[src/rtl/sprite_blit_ctrl_pkg.sv]
// Shared definitions for the sprite bitmap-load controller.
//   state_e  : controller state encoding (IDLE / ISSUE / DRAIN)
//   cnt_bits : width of the transfer-length counter, one bit wider than the
//              bitmap address so that a full-bitmap transfer is representable.
package sprite_blit_ctrl_pkg;

  typedef enum logic [1:0] {
    ST_IDLE  = 2'd0,
    ST_ISSUE = 2'd1,
    ST_DRAIN = 2'd2
  } state_e;

  function automatic int unsigned cnt_bits(input int unsigned addr_bits);
    return addr_bits + 32'd1;
  endfunction

endpackage

[src/rtl/shift_register_vector.sv]
// Fixed-depth delay line for a vector; every stage clears on reset.
//   clk, reset : system clock, synchronous active-high reset
//   i_d        : value entering the line
//   o_q        : value delayed by DEPTH cycles
module shift_register_vector #(
  parameter int unsigned WIDTH = 8,
  parameter int unsigned DEPTH = 2
) (
  input  logic             clk,
  input  logic             reset,
  input  logic [WIDTH-1:0] i_d,
  output logic [WIDTH-1:0] o_q
);

  logic [WIDTH-1:0] r_stage [DEPTH];

  always_ff @(posedge clk) begin
    if (reset) begin
      for (int i = 0; i < int'(DEPTH); i++) r_stage[i] <= '0;
    end else begin
      r_stage[0] <= i_d;
      for (int i = 1; i < int'(DEPTH); i++) r_stage[i] <= r_stage[i-1];
    end
  end

  assign o_q = r_stage[DEPTH-1];

endmodule

[src/rtl/sprite_blit_ctrl.sv]
// Sprite bitmap-load controller: copies a block of source-memory pixels (or,
// with SPRITE_BLIT_FILL_EN defined, a constant colour) into the sprite bitmap
// write port, stalling direct CPU bitmap writes while a transfer runs.
// Ports:
//   clk, reset                  : system clock, synchronous active-high reset
//   start, src_base, dst_base,
//   count                       : transfer request (count 0 = whole bitmap)
//   fill, fill_color            : fill-mode request (SPRITE_BLIT_FILL_EN only)
//   busy, done                  : transfer status / completion pulse
//   src_addr, src_oe, src_din   : source memory read port
//   cpu_address, cpu_din,
//   cpu_we, cpu_ready           : CPU bitmap write port with backpressure
//   bitmap_address, bitmap_din,
//   bitmap_we                   : to the sprite bitmap write port
// Build option: SPRITE_BLIT_FILL_EN adds the fill/fill_color ports.
module sprite_blit_ctrl
  import sprite_blit_ctrl_pkg::*;
#(
  parameter int unsigned ADDR_BITS   = 13,
  parameter int unsigned BPP         = 8,
  parameter int unsigned SRC_LATENCY = 2
) (
  input  logic                 clk,
  input  logic                 reset,
  input  logic                 start,
  input  logic [31:0]          src_base,
  input  logic [ADDR_BITS-1:0] dst_base,
  input  logic [ADDR_BITS:0]   count,
`ifdef SPRITE_BLIT_FILL_EN
  input  logic                 fill,
  input  logic [BPP-1:0]       fill_color,
`endif
  output logic                 busy,
  output logic                 done,
  output logic [31:0]          src_addr,
  output logic                 src_oe,
  input  logic [BPP-1:0]       src_din,
  input  logic [31:0]          cpu_address,
  input  logic [BPP-1:0]       cpu_din,
  input  logic                 cpu_we,
  output logic                 cpu_ready,
  output logic [31:0]          bitmap_address,
  output logic [BPP-1:0]       bitmap_din,
  output logic                 bitmap_we
);

  localparam int unsigned CNT_W = cnt_bits(ADDR_BITS);
  localparam int unsigned DL_W  = ADDR_BITS + 1;
  localparam int unsigned INF_W = $clog2(SRC_LATENCY + 2);

  state_e               r_state;
  state_e               w_state_next;
  logic [31:0]          r_src_addr;
  logic [ADDR_BITS-1:0] r_dst;
  logic [CNT_W-1:0]     r_remaining;
  logic [CNT_W-1:0]     w_eff_cnt;
  logic                 r_fill;
  logic [BPP-1:0]       r_fill_color;
  logic                 w_fill_in;
  logic [BPP-1:0]       w_color_in;
  logic                 r_src_oe;
  logic                 r_busy;
  logic                 r_done;
  logic                 r_cpu_ready;
  logic [INF_W-1:0]     r_inflight;
  logic                 r_bitmap_we;
  logic [31:0]          r_bitmap_address;
  logic [BPP-1:0]       r_bitmap_din;
  logic                 w_load;
  logic                 w_push;
  logic                 w_done_next;
  logic                 w_busy_next;
  logic                 w_src_oe_next;
  logic                 w_cpu_acc;
  logic [DL_W-1:0]      w_dl_d;
  logic [DL_W-1:0]      w_dl_q;
  logic                 w_dl_valid;
  logic [ADDR_BITS-1:0] w_dl_dst;

`ifdef SPRITE_BLIT_FILL_EN
  assign w_fill_in  = fill;
  assign w_color_in = fill_color;
`else
  assign w_fill_in  = 1'b0;
  assign w_color_in = '0;
`endif

  // A zero count requests the whole bitmap.
  assign w_eff_cnt = (count == '0) ? (CNT_W'(1) << ADDR_BITS) : count;

  // State register
  always_ff @(posedge clk) begin
    if (reset) r_state <= ST_IDLE;
    else       r_state <= w_state_next;
  end

  // Next-state and control decode
  always_comb begin
    w_state_next = r_state;
    w_load       = 1'b0;
    w_push       = 1'b0;
    w_done_next  = 1'b0;
    case (r_state)
      ST_IDLE: begin
        // busy is still high during the done cycle; a start then is ignored
        if (start && !r_busy) begin
          w_load       = 1'b1;
          w_state_next = ST_ISSUE;
        end
      end
      ST_ISSUE: begin
        w_push = 1'b1;
        if (r_remaining == CNT_W'(1)) w_state_next = ST_DRAIN;
      end
      ST_DRAIN: begin
        if (r_inflight == '0) begin
          w_done_next  = 1'b1;
          w_state_next = ST_IDLE;
        end
      end
      default: w_state_next = ST_IDLE;
    endcase
    w_cpu_acc     = (r_state == ST_IDLE) && !r_busy && cpu_we;
    w_busy_next   = (w_state_next != ST_IDLE) || w_done_next;
    w_src_oe_next = (w_state_next == ST_ISSUE) && !(w_load ? w_fill_in : r_fill);
  end

  // Delay line carries {valid, dst} alongside the source read latency.
  assign w_dl_d     = {w_push, r_dst};
  assign w_dl_valid = w_dl_q[DL_W-1];
  assign w_dl_dst   = w_dl_q[ADDR_BITS-1:0];

  shift_register_vector #(
    .WIDTH (DL_W),
    .DEPTH (SRC_LATENCY)
  ) u_delay (
    .clk   (clk),
    .reset (reset),
    .i_d   (w_dl_d),
    .o_q   (w_dl_q)
  );

  // Datapath, status and bitmap port registers
  always_ff @(posedge clk) begin
    if (reset) begin
      r_src_addr       <= '0;
      r_dst            <= '0;
      r_remaining      <= '0;
      r_fill           <= 1'b0;
      r_fill_color     <= '0;
      r_src_oe         <= 1'b0;
      r_busy           <= 1'b0;
      r_done           <= 1'b0;
      r_cpu_ready      <= 1'b1;
      r_inflight       <= '0;
      r_bitmap_we      <= 1'b0;
      r_bitmap_address <= '0;
      r_bitmap_din     <= '0;
    end else begin
      if (w_load) begin
        r_src_addr   <= src_base;
        r_dst        <= dst_base;
        r_remaining  <= w_eff_cnt;
        r_fill       <= w_fill_in;
        r_fill_color <= w_color_in;
      end else if (w_push) begin
        r_src_addr  <= r_src_addr + 32'd1;
        r_dst       <= r_dst + ADDR_BITS'(1);
        r_remaining <= r_remaining - CNT_W'(1);
      end
      r_src_oe    <= w_src_oe_next;
      r_busy      <= w_busy_next;
      r_done      <= w_done_next;
      r_cpu_ready <= !w_busy_next;
      // Entries in the delay line that have not yet reached the bitmap port
      r_inflight  <= r_inflight + INF_W'(w_push) - INF_W'(w_dl_valid);
      // Transfer writes and CPU writes never overlap: CPU is only accepted when idle
      if (w_dl_valid) begin
        r_bitmap_we      <= 1'b1;
        r_bitmap_address <= 32'(w_dl_dst);
        r_bitmap_din     <= r_fill ? r_fill_color : src_din;
      end else if (w_cpu_acc) begin
        r_bitmap_we      <= 1'b1;
        r_bitmap_address <= cpu_address;
        r_bitmap_din     <= cpu_din;
      end else begin
        r_bitmap_we <= 1'b0;
      end
    end
  end

  assign busy           = r_busy;
  assign done           = r_done;
  assign src_addr       = r_src_addr;
  assign src_oe         = r_src_oe;
  assign cpu_ready      = r_cpu_ready;
  assign bitmap_we      = r_bitmap_we;
  assign bitmap_address = r_bitmap_address;
  assign bitmap_din     = r_bitmap_din;

endmodule

[config.mk]
export PLATFORM = sky130hd
export DESIGN_NAME = sprite_blit_ctrl
export DESIGN_NICKNAME = d
export VERILOG_FILES = /design/src/rtl/sprite_blit_ctrl_pkg.sv /design/src/rtl/shift_register_vector.sv /design/src/rtl/sprite_blit_ctrl.sv
export SDC_FILE = /design/constraint.sdc
export NUM_CORES = 1
export LEC_CHECK = 0
export ABC_AREA = 1
export CAP_MARGIN = 15
export CORE_MARGIN = 5
export CORE_UTILIZATION = 44
export CTS_CLUSTER_DIAMETER = 60
export DETAILED_ROUTE_END_ITERATION = 7
export DONT_BUFFER_PORTS = 1
export GPL_TIMING_DRIVEN = 0
export PLACE_DENSITY = 0.7
export SLEW_MARGIN = 20
export SYNTH_ARGS = -nofsm -noshare
export SYNTH_HDL_FRONTEND = slang
export SYNTH_SLANG_ARGS = --single-unit
[constraint.sdc]
create_clock -name clk -period 2.4 [get_ports clk]
set_clock_uncertainty 0.05 [all_clocks]
set_input_delay 0.24 -clock clk [delete_from_list [all_inputs] [get_ports clk]]
set_output_delay 0.24 -clock clk [all_outputs]
set_load 0.05 [all_outputs]
==> flow_summary_export.csv, run 1 <==
group,metric,value,unit
detailed_routing,vias_per_cell,5.16,
synthesis,synth.yosys.warnings,0,
worst_setup_path,r2r-end,"src_addr[26]",
grt,busiest_layer,"met2",
grt,global_route.usage.met2,37.7,%
clocking,cts_buffers,17,
worst_setup_path,rr_startpoint,"src_addr[1]",
grt,first_global_vias,6253,
worst_setup_path,worst_r2r_path_depth,8,
power_and_ir_drop,peakVddDrop,451,uV
synthesis,ys_ff_latch,137,
floorplanning,dieArea,0.0177,sq mm
floorplanning,start_util,44.2,%
synthesis,ys_dominant_reg_cell,"sky130_fd_sc_hd__dfxtp_1",
clocking,cts_tree,"yes",
sta,tns,0,ns
worst_setup_path,critical_path_peak_fanout,4,
grt,grt_use_met3,8.29,%
detailed_routing,route.vias.total,6578,
run,cap_viol_max_count,0,
floorplanning,coreArea,0.0150,sq mm
worst_setup_path,start_to_end_type_of_the_worst_setup_path,"flip-flop to flip-flop",
power_and_ir_drop,p_total,6.95,mW
detailed_routing,wl_per_instance,16.0,microns
detailed_routing,drc,0,
synthesis,cell_area_after_technology_mapping,0.00665,sq mm
floorplanning,die_y,133,microns
clocking,clock_sink_count,137,
place,buffer_ports.inserted,0,
clocking,clock_tree.root_cell,"sky130_fd_sc_hd__clkbuf_16",
sta,finalSetupViolCount,0,
detailed_routing,wl,20400,microns
detailed_routing,drt_pre_antenna_iters,5,
worst_setup_path,critical_path_arrival,2.50,ns
grt,largest_net_degree_at_the_start_of_global_routing,17,
worst_setup_path,cp_endpoint,"src_addr[26]",
min_path,min_path_type,"primary input to flip-flop",
grt,grt_pass1_wl,32000,microns
clocking,cts.htree.levels,4,
synthesis,synth-seq-area-share,41.2,%
sta,grt_setup_unrepaired,"false",
sta,report.final.hold_viol_count,0,
floorplanning,die_w,133,microns
synthesis,number_of_synthesized_flops_with_an_enable_pin,0,
layout,design.final.nets,1192,
worst_setup_path,timing.critical_path.to_type,"flip-flop",
sta,worst_relative_slew_slack,52.3,%
synthesis,mappedNetlistNets,1111,
power_and_ir_drop,pwr_cell_area,863,mW/mm^2
synthesis,synth.avg_cell_area,6.69,sq um
synthesis,yosysUniqueCellTypes,42,
detailed_routing,ant_nets,0,
sta,slew_violations,0,
sta,post-route-min-period,2.28,ns
layout,area_added_between_synthesis_and_finish,21.2,%
place,gp_congestion,0.966,
floorplanning,design.portCount,188,
clocking,maximum_clock_path_buffer_count,2,
place,detailedPlacementHpwl,15200,microns
clocking,path_clk_slew,0.06,ns
grt,met1_usage,27.7,%
grt,aggregate_global_route_resource_usage,22.7,%
worst_setup_path,worstSetupStartpoint,"src_addr[1]",
sta,max_clock_freq,0.439,GHz
worst_setup_path,worstSetupStartpointType,"flip-flop",
min_path,timing.hold.worst.start,"src_base[16]",
layout,antenna_cells,0,
synthesis,synthArstFlopShare,0,%
run_status,status,"finished, final reports clean",
layout,post_route_cells_drive_above_1_share,7.54,%
grt,antenna_violations_before_repair,0,
sta,worstMarginPinSlew,0.716,ns
sta,fin_crit_sh,94.9,%
clocking,latest_clock_arrival_within_the_worst_skew_pair,0.41,ns
floorplanning,num_rows,45,
synthesis,syn_inst,994,
power_and_ir_drop,cellLeakagePower,3.29,nW
worst_setup_path,setup.reg_to_reg.worst_slack,0.12,ns
detailed_routing,drt-initial-drc-count,388,
grt,global_route.overflow_total,0,
worst_setup_path,timing.critical_path.required,2.62,ns
[layer usage]
metal | vias to the layer above | wire [microns]
met1 | 2941 | 8600
met3 | 26 | 1910
met4 | 0 | 356
met2 | 244 | 9560
li1 | 3367 | -
met5 | - | 0
[cell usage in the layout (no fill, tap or decap), types with 2 or more instances in the layout]
cell / n
sky130_fd_sc_hd__nand2_1: 210
sky130_fd_sc_hd__buf_1: 3
sky130_fd_sc_hd__buf_2: 17
sky130_fd_sc_hd__o22ai_1: 2
sky130_fd_sc_hd__nor2_4: 2
sky130_fd_sc_hd__o211ai_1: 3
sky130_fd_sc_hd__a21oi_1: 71
sky130_fd_sc_hd__nor2_1: 165
sky130_fd_sc_hd__a311oi_1: 2
sky130_fd_sc_hd__nand2_2: 4
sky130_fd_sc_hd__clkinv_1: 2
sky130_fd_sc_hd__nand4_1: 5
sky130_fd_sc_hd__buf_6: 3
sky130_fd_sc_hd__clkinv_4: 5
sky130_fd_sc_hd__clkbuf_1: 15
sky130_fd_sc_hd__nor3_1: 15
sky130_fd_sc_hd__o21ai_1: 11
sky130_fd_sc_hd__o21bai_1: 4
sky130_fd_sc_hd__inv_1: 111
sky130_fd_sc_hd__dlygate4sd3_1: 62
sky130_fd_sc_hd__inv_2: 7
sky130_fd_sc_hd__buf_4: 3
sky130_fd_sc_hd__xor2_1: 6
sky130_fd_sc_hd__inv_6: 5
sky130_fd_sc_hd__clkbuf_16: 17
sky130_fd_sc_hd__nor4_1: 2
sky130_fd_sc_hd__o21ai_0: 77
sky130_fd_sc_hd__a31oi_1: 11
sky130_fd_sc_hd__a211oi_1: 2
sky130_fd_sc_hd__nand3b_1: 3
sky130_fd_sc_hd__nor2_2: 9
sky130_fd_sc_hd__nand3_1: 66
sky130_fd_sc_hd__dfxtp_1: 137
sky130_fd_sc_hd__xnor2_1: 4
sky130_fd_sc_hd__nand3_2: 2
sky130_fd_sc_hd__ha_1: 6
sky130_fd_sc_hd__a22oi_1: 5
[cell type report]
class	count	area, sq um
Sequential cell	137	2740
Fill cell	1455	6980
Timing Repair Buffer	62	621
Tap cell	188	235
Clock inverter	13	111
Inverter	120	450
Buffer	41	209
Multi-Input combinational cell	696	3250
Clock buffer	18	439
[through the flow]
stage                     util, %  cells  setup slack (ns)  instance area [sq um]  hold slack [ns]
after global placement       45.8   1182             0.186                   6880            0.317
final                        53.6   1275             0.122                   8060           0.0130
after detailed placement     45.8   1182             0.200                   6880            0.332
after CTS                    53.5   1274             0.177                   8050         0.000973
after floorplan                 -    994             0.510                   6650            0.297
after global routing         53.6   1275            0.0316                   8060           0.0133
[critical path, stage by stage (launching register included)]
cell and delay (ns):
sky130_fd_sc_hd__dfxtp_1 0.70, sky130_fd_sc_hd__ha_1 0.31, sky130_fd_sc_hd__nand2_1 0.09, sky130_fd_sc_hd__nor2_2 0.22, sky130_fd_sc_hd__nand3b_1 0.16, sky130_fd_sc_hd__nor2_1 0.31, sky130_fd_sc_hd__nand3_1 0.12, sky130_fd_sc_hd__nand3_1 0.12
sky130_fd_sc_hd__a21oi_1 0.06
[power breakdown]
part | internal [mW] | total (mW) | switching [mW]
Sequential | 2.53 | 3.28 | 0.748
Combinational | 0.456 | 1.24 | 0.786
Clock | 1.37 | 2.43 | 1.06
[cells by family (layout without fill, tap and decap cells)]
kind of cell,count (synthesis),count (layout),synth area share [%]
AND/OR/NAND/NOR,486,486,30.6
AO/OA/AOI/OAI,194,194,15.8
buffers and inverters,161,254,9.92
flip-flops,137,137,41.2
XOR/XNOR,10,10,1.32
adder cells (fa/ha/maj),6,6,1.13
[worst min-delay path by stage]
stage / end / slack (ns) / depth (start not counted)
final: src_addr[16] / 0.01 / 4
after global routing: r_dst[7] / 0.01 / 4
after CTS: r_dst[7] / 0.001 / 4
after detailed placement: u_delay.r_stage[0][13] / 0.33 / 1
after global placement: u_delay.r_stage[0][13] / 0.32 / 1
after floorplan: u_delay.r_stage[0][13] / 0.30 / 1
[cells in the mapped netlist, types with 9 or more instances]
cell / number / area (sq um)
sky130_fd_sc_hd__a21oi_1: 71 / 355
sky130_fd_sc_hd__nand3_1: 66 / 330
sky130_fd_sc_hd__nor2_1: 165 / 619
sky130_fd_sc_hd__dfxtp_1: 137 / 2740
sky130_fd_sc_hd__nor2_2: 9 / 56.3
sky130_fd_sc_hd__clkbuf_1: 15 / 56.3
sky130_fd_sc_hd__o21ai_0: 77 / 385
sky130_fd_sc_hd__buf_2: 17 / 85.1
sky130_fd_sc_hd__nand2_1: 210 / 788
sky130_fd_sc_hd__nor3_1: 15 / 75.1
sky130_fd_sc_hd__a31oi_1: 11 / 68.8
sky130_fd_sc_hd__inv_1: 111 / 417
sky130_fd_sc_hd__o21ai_1: 11 / 55.1
[sequential cells by signal, summed over array words and instances, names as in the netlist]
register and flops:
src_addr 32, r_state 2, bitmap_we 1, done 1
r_fill 1, u_delay.r_stage 28, bitmap_address 32, r_inflight 2
src_oe 1, r_remaining 14, busy 1, cpu_ready 1
r_dst 13, bitmap_din 8
[what timing repair did]
action                    CTS  global route
buffers inserted            0             0
resized for setup           0             0
hold buffers               61             1
hold endpoints to repair   61             1
Note: power is estimated with default switching activity, not from simulation.
==> run 2: changes to the inputs <==
HOLD_SLACK_MARGIN = 0.06   (was default)
==> run 2 against run 1 <==
Effect of this change:
- combinational power rose by 3%
- critical endpoint unchanged
- sequential power barely moved
- clock-buffer cell count did not move
==> flow_summary_export.csv, run 2 (synthesis gave the netlist of run 1 again) <==
group,metric,value,unit
floorplanning,die_w,133,microns
floorplanning,design.portCount,188,
power_and_ir_drop,clock_share_of_power,34.7,%
grt,aggregate_global_route_resource_usage,23.0,%
layout,mostFrequentLayoutCells,"sky130_fd_sc_hd__nand2_1, sky130_fd_sc_hd__nor2_1, sky130_fd_sc_hd__dfxtp_1",
worst_setup_path,critical_path_peak_fanout,4,
layout,post_route_cells_drive_above_1_share,7.40,%
worst_setup_path,timing.critical_path.to_type,"flip-flop",
worst_setup_path,worstSetupStartpointType,"flip-flop",
worst_setup_path,worstSetupStartpoint,"src_addr[1]",
sta,tns,0,ns
sta,slew_violations,0,
sta,worstMarginPinSlew,0.720,ns
detailed_routing,drt-initial-drc-count,395,
sta,worst_relative_slew_slack,52.0,%
clocking,path_clk_slew,0.06,ns
power_and_ir_drop,cellLeakagePower,3.38,nW
place,buffer_ports.inserted,0,
sta,finalSetupViolCount,0,
detailed_routing,drt_pre_antenna_iters,5,
detailed_routing,route.vias.total,6704,
worst_setup_path,timing.critical_path.required,2.62,ns
clocking,clock_sink_count,137,
sta,post-route-min-period,2.26,ns
place,gp_congestion,0.966,
worst_setup_path,rr_startpoint,"src_addr[1]",
grt,grt_pass1_wl,32500,microns
layout,stdcell_area,0.00827,sq mm
sta,max_clock_freq,0.442,GHz
place,detailedPlacementHpwl,15200,microns
floorplanning,die_y,133,microns
clocking,cts.htree.levels,4,
floorplanning,dieArea,0.0177,sq mm
layout,design.final.nets,1213,
clocking,cts_buffers,17,
layout,num-fill-cells,1425,
sta,hold-worst-slack,0.0763,ns
worst_setup_path,start_to_end_type_of_the_worst_setup_path,"flip-flop to flip-flop",
power_and_ir_drop,intPower,4.38,mW
power_and_ir_drop,power.share.switching,37.3,%
worst_setup_path,cp_cell_sequence,"ha_1 > nand2_1 > nor2_2 > nand3b_1 > nor2_1 > nand3_1 > nand3_1 > a21oi_1",
power_and_ir_drop,comb_power_share,18.3,%
worst_setup_path,largest_stage_delay_on_the_critical_path,0.70,ns
floorplanning,num_rows,45,
sta,grt_setup_unrepaired,"false",
place,dpl_cell_area,0.00688,sq mm
worst_setup_path,path_common_cell,"sky130_fd_sc_hd__nand3_1",
layout,antenna_cells,0,
place,place_inst,1182,
grt,global_route.overflow_total,0,
floorplanning,start_util,44.2,%
min_path,holdPathStages,4,
clocking,latest_clock_arrival_within_the_worst_skew_pair,0.42,ns
floorplanning,coreArea,0.0150,sq mm
grt,antenna_violations_before_repair,0,
detailed_routing,ant_nets,0,
detailed_routing,vias_per_cell,5.17,
sta,report.final.hold_viol_count,0,
layout,finish.cell_count_without_fillers,1296,
worst_setup_path,critical_path_arrival,2.48,ns
grt,largest_net_degree_at_the_start_of_global_routing,17,
sta,fin_crit_sh,94.2,%
grt,first_global_vias,6360,
layout,area_added_between_synthesis_and_finish,24.3,%
clocking,maximum_clock_path_buffer_count,2,
min_path,min_path_type,"primary input to flip-flop",
detailed_routing,wl_per_instance,16.1,microns
min_path,timing.hold.worst.start,"cpu_address[9]",
clocking,post_cts.repair.setup_buffers,0,
power_and_ir_drop,pwr_cell_area,845,mW/mm^2
detailed_routing,drc,0,
clocking,cts_tree,"yes",
layout,layout.cells.most_common,"sky130_fd_sc_hd__nand2_1",
worst_setup_path,worst_r2r_path_depth,8,
detailed_routing,wl,20800,microns
power_and_ir_drop,peakVddDrop,452,uV
run,cap_viol_max_count,0,
power_and_ir_drop,switchingPower,2.60,mW
worst_setup_path,crit_path_top_delay_cell,"sky130_fd_sc_hd__dfxtp_1",
worst_setup_path,setup.reg_to_reg.worst_slack,0.14,ns
clocking,clock_tree.root_cell,"sky130_fd_sc_hd__clkbuf_16",
power_and_ir_drop,seq_power_share,47.0,%
run_status,status,"finished, final reports clean",
-- run 2: area by class of cell --
| class | count | area [sq um] | area share, % |
|---|---|---|---|
| multi-input combinational | 696 | 3250 | 39.3 |
| clock inverter | 13 | 111 | 1.35 |
| clock buffer | 18 | 439 | 5.31 |
| tap | 188 | 235 | 2.85 |
| inverter | 120 | 450 | 5.45 |
| buffer | 41 | 209 | 2.53 |
| timing repair buffer | 83 | 831 | 10.1 |
| sequential | 137 | 2740 | 33.2 |
-- run 2: stage by stage --
stage | total power [mW] | utilization, % | worst slack [ns]
floorplan | 4.13 | - | 0.510
global placement | 4.45 | 45.8 | 0.186
detailed placement | 4.47 | 45.8 | 0.200
CTS | 7.01 | 55.0 | 0.177
global route | 7.35 | 55.0 | 0.00000311
finish | 6.98 | 55.0 | 0.138
-- run 2: timing repair --
item | in CTS | in global routing
gates resized for setup | 0 | 0
hold buffers | 83 | 0
endpoints found under the hold margin | 83 | 0
-- run 2: worst paths after layout --
kind | endpoint
max | src_addr[26]
min | bitmap_address[9]
max reg2reg | src_addr[26]
min reg2reg | u_delay.r_stage[0][17]
-- run 2: routing by layer --
layer | global-route usage, % | wire length (microns) | vias up
met3 | 8.21 | 2120 | 31
met2 | 38.6 | 9790 | 275
met4 | 6.47 | 383 | 0
li1 | - | - | 3404
met1 | 27.9 | 8520 | 2994
met5 | 0 | 0 | -
-- run 2: power by group through the flow --
stage / clock [mW] / combinational, mW / sequential, mW
5_1_grt: 2.59 / 1.44 / 3.31
6_report: 2.42 / 1.28 / 3.28
4_1_cts: 2.47 / 1.26 / 3.28
3_5_place_dp: 0 / 1.14 / 3.33
3_3_place_gp: 0 / 1.13 / 3.32
2_1_floorplan: 0 / 0.874 / 3.25
-- run 2: worst max-delay path: cells and delay by family, from the launching register on --
kind | cells | cell delay [ns]
flops | 1 | 0.70
compound gates | 1 | 0.06
fa+ha+maj | 1 | 0.30
simple gates | 6 | 1.00
